`src/rtl/img_pkg.sv`:
```
// Shared image geometry and window-generator FSM state encoding.
// med_filter and its bench reuse OUT_N from here.
package img_pkg;

  localparam int unsigned IMG_W  = 224;
  localparam int unsigned IMG_H  = 224;
  localparam int unsigned PIX_W  = 8;
  localparam int unsigned ADDR_W = 16;
  localparam int unsigned OUT_W  = IMG_W - 2;
  localparam int unsigned OUT_H  = IMG_H - 2;
  localparam int unsigned OUT_N  = OUT_W * OUT_H;
  localparam int unsigned PIX_N  = IMG_W * IMG_H;
  localparam int unsigned COL_W  = $clog2(IMG_W);
  localparam int unsigned ROW_W  = $clog2(IMG_H);

  localparam logic [ADDR_W-1:0] LAST_ADDR = ADDR_W'(PIX_N - 1);

  typedef enum logic [1:0] {
    IDLE  = 2'd0,
    FETCH = 2'd1,
    DRAIN = 2'd2,
    DONE  = 2'd3
  } wg_state_e;

  // Next column position of the incoming pixel, wrapping at the line end.
  function automatic logic [COL_W-1:0] col_next(input logic [COL_W-1:0] col);
    if (col == COL_W'(IMG_W - 1)) begin
      return '0;
    end else begin
      return col + COL_W'(1);
    end
  endfunction

endpackage

```
`src/rtl/window_gen_3x3_line_buffer.sv`:
```
// line_buffer: DEPTH-entry circular delay line. o_dout is the sample pushed
// exactly DEPTH pushes ago; it is read before the slot is overwritten.
module line_buffer #(
  parameter int unsigned DEPTH = 224,
  parameter int unsigned WIDTH = 8
) (
  input  logic             clk,
  input  logic             rst,
  input  logic             i_en,
  input  logic [WIDTH-1:0] i_din,
  output logic [WIDTH-1:0] o_dout
);

  localparam int unsigned PTR_W = $clog2(DEPTH);

  logic [WIDTH-1:0] r_mem [DEPTH];
  logic [PTR_W-1:0] r_ptr;

  assign o_dout = r_mem[r_ptr];

  // Wrapping pointer; advances once per pushed pixel.
  always_ff @(posedge clk) begin
    if (rst) begin
      r_ptr <= '0;
    end else if (i_en) begin
      if (r_ptr == PTR_W'(DEPTH - 1)) begin
        r_ptr <= '0;
      end else begin
        r_ptr <= r_ptr + PTR_W'(1);
      end
    end
  end

  // Storage is never cleared; window validity comes from the counters.
  always_ff @(posedge clk) begin
    if (i_en) begin
      r_mem[r_ptr] <= i_din;
    end
  end

endmodule

```
`src/rtl/window_gen_3x3.sv`:
```
// window_gen_3x3: streams the source image out of the ROM in raster order and
// emits one 3x3 neighbourhood per interior pixel, tagged with its output index.
module window_gen_3x3
  import img_pkg::*;
(
  input  logic                 clk_25,
  input  logic                 rst,
  input  logic                 start,
  output logic [ADDR_W-1:0]    rom_addr,
  input  logic [PIX_W-1:0]     rom_data,
  output logic [9*PIX_W-1:0]   win,
  output logic                 win_valid,
  output logic [ADDR_W-1:0]    win_addr,
  output logic                 busy,
  output logic                 done
);

  wg_state_e         r_state;
  logic [ADDR_W-1:0] r_rom_addr;
  logic              r_drain;
  logic              r_busy;
  logic              r_done;

  logic              r_pix_valid;
  logic [COL_W-1:0]  r_col;
  logic [ROW_W-1:0]  r_row;
  logic [ADDR_W-1:0] r_next_idx;
  logic [ADDR_W-1:0] r_win_addr;
  logic              r_win_valid;
  logic [PIX_W-1:0]  r_sr [3][3];

  logic [PIX_W-1:0]  w_lb1;
  logic [PIX_W-1:0]  w_lb2;
  logic              w_win_ok;

  assign rom_addr  = r_rom_addr;
  assign win_valid = r_win_valid;
  assign win_addr  = r_win_addr;
  assign busy      = r_busy;
  assign done      = r_done;

  // r_row/r_col describe the pixel currently on rom_data.
  assign w_win_ok = (r_row >= ROW_W'(2)) && (r_col >= COL_W'(2));

  line_buffer #(.DEPTH(IMG_W), .WIDTH(PIX_W)) u_lb_r1 (
    .clk    (clk_25),
    .rst    (rst),
    .i_en   (r_pix_valid),
    .i_din  (rom_data),
    .o_dout (w_lb1)
  );

  line_buffer #(.DEPTH(IMG_W), .WIDTH(PIX_W)) u_lb_r2 (
    .clk    (clk_25),
    .rst    (rst),
    .i_en   (r_pix_valid),
    .i_din  (w_lb1),
    .o_dout (w_lb2)
  );

  // Frame sequencer: address generation, drain, busy/done.
  always_ff @(posedge clk_25) begin
    if (rst) begin
      r_state    <= IDLE;
      r_rom_addr <= '0;
      r_drain    <= 1'b0;
      r_busy     <= 1'b0;
      r_done     <= 1'b0;
    end else begin
      case (r_state)
        IDLE: begin
          r_rom_addr <= '0;
          r_done     <= 1'b0;
          if (start) begin
            r_state <= FETCH;
            r_busy  <= 1'b1;
          end
        end
        FETCH: begin
          if (r_rom_addr == LAST_ADDR) begin
            r_state <= DRAIN;
            r_drain <= 1'b0;
          end else begin
            r_rom_addr <= r_rom_addr + ADDR_W'(1);
          end
        end
        DRAIN: begin
          if (r_drain) begin
            r_state <= DONE;
            r_done  <= 1'b1;
            r_busy  <= 1'b0;
          end else begin
            r_drain <= 1'b1;
          end
        end
        DONE: begin
          r_state    <= IDLE;
          r_done     <= 1'b0;
          r_rom_addr <= '0;
        end
        default: begin
          r_state <= IDLE;
          r_busy  <= 1'b0;
          r_done  <= 1'b0;
        end
      endcase
    end
  end

  // Pixel tracking, 3x3 shift register and window tagging.
  always_ff @(posedge clk_25) begin
    if (rst) begin
      r_pix_valid <= 1'b0;
      r_col       <= '0;
      r_row       <= '0;
      r_next_idx  <= '0;
      r_win_addr  <= '0;
      r_win_valid <= 1'b0;
      for (int i = 0; i < 3; i++) begin
        for (int j = 0; j < 3; j++) begin
          r_sr[i][j] <= '0;
        end
      end
    end else begin
      r_pix_valid <= (r_state == FETCH);
      r_win_valid <= r_pix_valid && w_win_ok;

      if (r_state == IDLE) begin
        r_col      <= '0;
        r_row      <= '0;
        r_next_idx <= '0;
      end else if (r_pix_valid) begin
        r_col <= col_next(r_col);
        if (r_col == COL_W'(IMG_W - 1)) begin
          r_row <= r_row + ROW_W'(1);
        end
        if (w_win_ok) begin
          r_next_idx <= r_next_idx + ADDR_W'(1);
        end
      end

      if (r_pix_valid) begin
        for (int i = 0; i < 3; i++) begin
          r_sr[i][0] <= r_sr[i][1];
          r_sr[i][1] <= r_sr[i][2];
        end
        r_sr[0][2] <= w_lb2;
        r_sr[1][2] <= w_lb1;
        r_sr[2][2] <= rom_data;
        if (w_win_ok) begin
          r_win_addr <= r_next_idx;
        end
      end
    end
  end

  for (genvar gi = 0; gi < 3; gi++) begin : g_row
    for (genvar gj = 0; gj < 3; gj++) begin : g_col
      assign win[PIX_W*(3*gi+gj) +: PIX_W] = r_sr[gi][gj];
    end
  end

endmodule

```
`config.mk`:
```
export PLATFORM = sky130hd
export DESIGN_NAME = window_gen_3x3
export DESIGN_NICKNAME = d
export VERILOG_FILES = /design/src/rtl/img_pkg.sv /design/src/rtl/window_gen_3x3_line_buffer.sv /design/src/rtl/window_gen_3x3.sv
export SDC_FILE = /design/constraint.sdc
export NUM_CORES = 2
export LEC_CHECK = 0
export ABC_AREA = 1
export CAP_MARGIN = 20
export CORE_MARGIN = 5
export CORE_UTILIZATION = 50
export DETAILED_ROUTE_END_ITERATION = 8
export PLACE_DENSITY = 0.65
export SLEW_MARGIN = 20
export SYNTH_ARGS = -nofsm -noshare
export SYNTH_HDL_FRONTEND = slang
export SYNTH_SLANG_ARGS = --single-unit
export TNS_END_PERCENT = 20
```
`constraint.sdc`:
```
create_clock -name clk_25 -period 6.7 [get_ports clk_25]
set_input_delay 1.675 -clock clk_25 [delete_from_list [all_inputs] [get_ports clk_25]]
set_output_delay 1.675 -clock clk_25 [all_outputs]
set_load 0.05 [all_outputs]
```
* After elaboration in Yosys (flattened, before gate mapping)
Memories as Yosys holds them, arrays and structs flattened. A register that Yosys moved wholly into a read port is not among the register bits. Cells that the tools add are included.
Word-level totals: register bits 87, bits in latches 0, bits in writable memories 3656, bits in read-only memories 0, bits of input ports 11, output and inout bits 107, memories kept 3
Operators by class: $add $sub $neg 6, multipliers 0, divide/modulo/power cells 0, $lt $le $gt $ge 2, equality and inequality tests 11, shifts and indexed selects 0, multiplexer cells 35, bitwise gates (word level) 9, reductions and logical operators 16
Memories:
- u_lb_r1.r_mem | depth 224, width 8, rd ports 1, clocked after memory_dff 1, wr ports 1, line window_gen_3x3_line_buffer.sv:16 | logic [WIDTH-1:0] r_mem [DEPTH];
- u_lb_r2.r_mem | depth 224, width 8, rd ports 1, clocked after memory_dff 1, wr ports 1, line window_gen_3x3_line_buffer.sv:16
- r_sr | depth 3, width 24, rd ports 3, clocked after memory_dff 0, wr ports 3, line window_gen_3x3.sv:30 | logic [PIX_W-1:0] r_sr [3][3];
Operators by type and width (count):
- $mux 8 | 16
- $add 16x1->16 const B | 2
- $add 8x1->8 const B | 4
- $pmux 16 s2 | 1
- $eq 8x8->1 const B | 3
- $eq 16x16->1 const B | 1
- $ge 8x2->1 const B | 2
- $mux 16 | 1
- $mux 1 | 10
- $reduce_and 2->1 | 5
- $or 1x1->1 | 9
- $ne 2x2->1 const B | 4
- $pmux 2 s4 | 1
- $reduce_bool 2->1 | 4
- $mux 2 | 3
- $pmux 1 s2 | 3
- $reduce_and 3->1 | 2
- $eq 2x2->1 const B | 2
- $reduce_or 2->1 | 2
- $eq 2x1->1 const B | 1
- $logic_and 1x1->1 | 2
- $logic_not 2->1 | 1

* Longest topological paths before layout
depth in word-level cells 4, mapped depth 16, gate-level depth less buffers 14

* Cells and area by module
A second synthesis with hierarchy kept.
Second synthesis, totals: cell total of the unflattened synthesis 13303, area, all modules 153868.8 um^2
By module, submodules not included:
- line_buffer | times used 2, cells each 6274, area each 73732.0 um^2, sequential area each 54131.9 um^2
- window_gen_3x3 | times used 1, cells each 755, area each 6404.9 um^2, sequential area each 3583.4 um^2

* Worst setup path before layout
No wires, ideal clock.
path type register -> register, from register with a tool-made name, to memory u_lb_r2.r_mem[0][5] (data pin), library setup time 0.744 ns, arrival time 4.100 ns, required time 5.956 ns, slack 1.856 ns, cell stages (with the launch flop) 16, path buffers 4, period minus slack after synthesis 4.844 ns, cell sequence dfxtp_1 -> buf_6 -> inv_4 -> buf_8 -> buf_8 -> buf_6 -> nand2_1 -> nand3_1 -> nand3_1 -> nand3_1 -> nand3_1 -> nand2_1 -> nand2_1 -> nand3_1 -> nand3_1 -> nand2_1
RTL lines (line):
- to (decl) | window_gen_3x3_line_buffer.sv:16

==> impl_results.md <==
- Synth top area share: 71.7%
- Routability cong.: ~0.9
- Antenna violations before repair: 8
- Hold Crit Endpoint: win_addr[13]
- Crit Path Max Fanout: roughly 170
- Post-synth EDFFs: 3656
- Area of the mapped netlist: 153000 sq um
- # Max-Cap Violations: 0
- Crit end category: register
- Top delay family on crit path: simple AND/OR/NAND/NOR gates
- Post-Syn Area per Cell: 11.6 sq um
- Worst endpoint data arrival time: 5.58 ns
- Syn-to-layout area delta: 10.6%
- Clock transition at path regs: 0.06 ns
- Hold_sp: win_addr[13]
- GRT busiest layer: met2
- Hold path cells: 2
- Core ar.: slightly above 300000 sq um
- Hold-fix buffers, CTS: 0
- Internal: about 41 mW
- Vias in the first global route: 96800
- DR iter-0 viols: ~12000
- Flop pwr share: around half
- Most frequent cells in the layout: 4226 x nand2_1, 3656 x edfxtp_1, 2982 x nand3_1
- Min cycle time layout: around 5 ns
- Asr flop ratio synth: 0%
- CTS root buf: clkbuf_16
- DR WL/cell: 24.0 um
- GR Overflow Total: 0
- Final worst slack: around 1.7 ns
- Longest Clk Path Bufs: 4
- Antenna-violating nets left: 0
- Max Clk Rate: 0.200 GHz
- Largest net degree at the start of global routing: 291
- Top area cells in the synthesized netlist: edfxtp_1 72%, nand2_1 10%, nand3_1 9.7%, nor2_1 1.7%, buf_2 1.4%
- GR Util met2: slightly above 40%
- Total GRT Usage: 25.6%
- Initial cell density of the core: 50.1%
- Synth unique cells: 37
- CP startpoint kind: register
- Fin util: 55.5%
- Place WS: 1.86 ns
- P_leak: 58.7 nW
- Share of cells above drive strength 1: 5.67%
- GR Layer Usage met1: 34.5%
- Worst path bufs/invs: 4
- Post-synthesis sequential area ratio: about 73%
- Hpwl dp: ~230 mm
- Placement Rows: 203
- R2R cell count: 13
- Non-filler instance count after layout: 17400
- Crit share post-route: about three quarters
- Mapped Cells: 13200
- Switch share: 26.5%
- Final Hold Vio Count: 0
- Post-synthesis register bit count: 3759
- Syn nets: 13200
- Max-slew violation count: 0
- Area after DPL: 157000 sq um
- Worst Tran Pin Value: 1.24 ns
- CP max-delay cell: dfxtp_4
- Peak supply drop: ~0.00029 V
- Final setup violating endpoints: 0
- Status: finished, final reports clean
- Cts bufs inserted: 378
- Max incr delay on CP: 0.86 ns
- I/O pin total: 118
- Slew HR: 17.0%
- Setup Buffers After CTS: 0
- Setup Skew: 0.0504 ns
- Crit path depth: 13
- Number of port buffers: 117
- Drt via density: 5.82
- Post-CTS sizing: 0
- Synthesis warning total: 0
- First-pass GRT wire length: between 600 and 700 mm
- Yosys top cell by area: edfxtp_1
- # H-tree levels: 5
- Worst-path cell chain: inv_8 > buf_12 > nand3_1 > nand3_1 > nand3_1 > nand3_1 > nand2_1 > nand2_1 > nand3_1 > nand3_1 > nand2_4 > buf_12 > buf_16
- Fin area: ~170000 sq um
- DR pass1 iterations: 6
- Drt drc: 0
- Die Span X: 564 um
- WS Path Type: reg2reg
- Worst endpoint required time: 7.29 ns
- Ys flop type: edfxtp_1
- Final WL: 418 mm
- FF-to-FF End: u_lb_r2.r_mem[105][0]
- Die height: 564 um
- Most used cell along the critical path: nand3_1
- Clock Sinks: 3759
- R2R setup slack: around 1.7 ns
- TNS Setup: 0 ns
- Die ar.: around 320000 sq um
- Final #Nets: 13000
- GR Util met3: 4.17%
- Clock power frac: 38.3%
- PwrDens: 326 nW/um^2
- Vias: 101000
- Sw Pwr: 14.7 mW
- CTS tree: done
- Worst-skew pair later-pin latency: between 0.9 and 1 ns
- Comb power frac: 12.9%
- Min-delay worst type: reg2reg
- RSZ-0062 raised after global routing: no
- Most common cell after layout, fill and taps aside: nand2_1
- Placed Instances: 16700
cell type report:
class | count | area [sq um]
clock buffers | 450 | 9810
clock inverters | 242 | 2580
fillers | 25000 | 136000
inverters | 186 | 781
repair buffers | 278 | 3050
flip-flops and latches | 3759 | 112000
multi-input cells | 8391 | 36300
well taps | 4100 | 5130
diodes | 7 | 17.5
synthesized netlist by cell type, types with 2 or more instances:
library cell  instances
nand2_1            4242
edfxtp_1           3656
nand3_1            2982
nor2_1              706
buf_2               428
clkbuf_1            211
inv_1               181
o21ai_0             157
a21oi_1             135
dfxtp_1             103
buf_4                94
buf_1                90
o22ai_1              60
buf_6                38
nor3_1               22
ha_1                 18
o31ai_1              16
o21ai_1              10
xor2_1               10
nor4_1                7
a211oi_1              6
nand4_1               5
nor3b_1               4
buf_12                3
inv_2                 3
and3_1                2
buf_8                 2
o32ai_1               2
per-layer routing:
layer	up-vias	wire, um	part of all wire, %
met5	-	15	0.0036
met4	2	21700	5.2
met3	935	36000	8.6
met2	4895	197000	47
met1	49700	163000	39
li1	45900	-	-
worst reg2reg max path: cells and delay by family, from the launching register on:
family / cells / cell delay (ns)
buffers and inverters: 4 / 1.67
DFF: 1 / 0.86
and+or+nand+nor: 9 / 1.66
power groups by stage:
stage / Sequential, mW / Clock, mW / Combinational, mW
after floorplan: 27.9 / 0 / 4.46
after global placement: 27.5 / 0 / 6.90
after detailed placement: 27.5 / 0 / 7.04
after CTS: 27.0 / 21.4 / 7.07
after global routing: 27.0 / 22.4 / 7.77
final: 27.0 / 21.2 / 7.11
flip-flops by register name (all words and copies together) (netlist names), 16 cells and up, named ones only:
| signal | count |
|---|---|
| rom_addr | 16 |
| r_next_idx | 16 |
| u_lb_r1.r_mem | 1792 |
| win_addr | 16 |
| r_sr | 72 |
| u_lb_r2.r_mem | 1792 |
worst max path at each step:
stage / to / start / slack (ns)
after floorplan: u_lb_r2.r_mem[0][5] / register / 1.86
after global placement: u_lb_r2.r_mem[210][5] / register / 1.86
after detailed placement: u_lb_r2.r_mem[212][5] / register / 1.86
after CTS: u_lb_r2.r_mem[212][5] / register / 1.83
after global routing: u_lb_r2.r_mem[203][5] / register / 1.50
final: u_lb_r2.r_mem[105][0] / register / 1.71
logic make-up after synthesis:
family	Yosys count	share of synthesized area, %
fa+ha+maj	18	0.147
buf+inv	1052	3.39
compound gates	391	1.38
flops	3759	73.0
xor+xnor	11	0.0629
simple gates	7971	22.0
through the flow:
| step | power, mW | hold slack [ns] |
|---|---|---|
| 5_1_grt | 57.1 | 0.499 |
| 6_report | 55.3 | 0.469 |
| 4_1_cts | 55.4 | 0.471 |
| 3_3_place_gp | 34.4 | 0.454 |
| 3_5_place_dp | 34.5 | 0.461 |
| 2_1_floorplan | 32.3 | 0.449 |
Note: power is estimated with default switching activity, not from simulation.
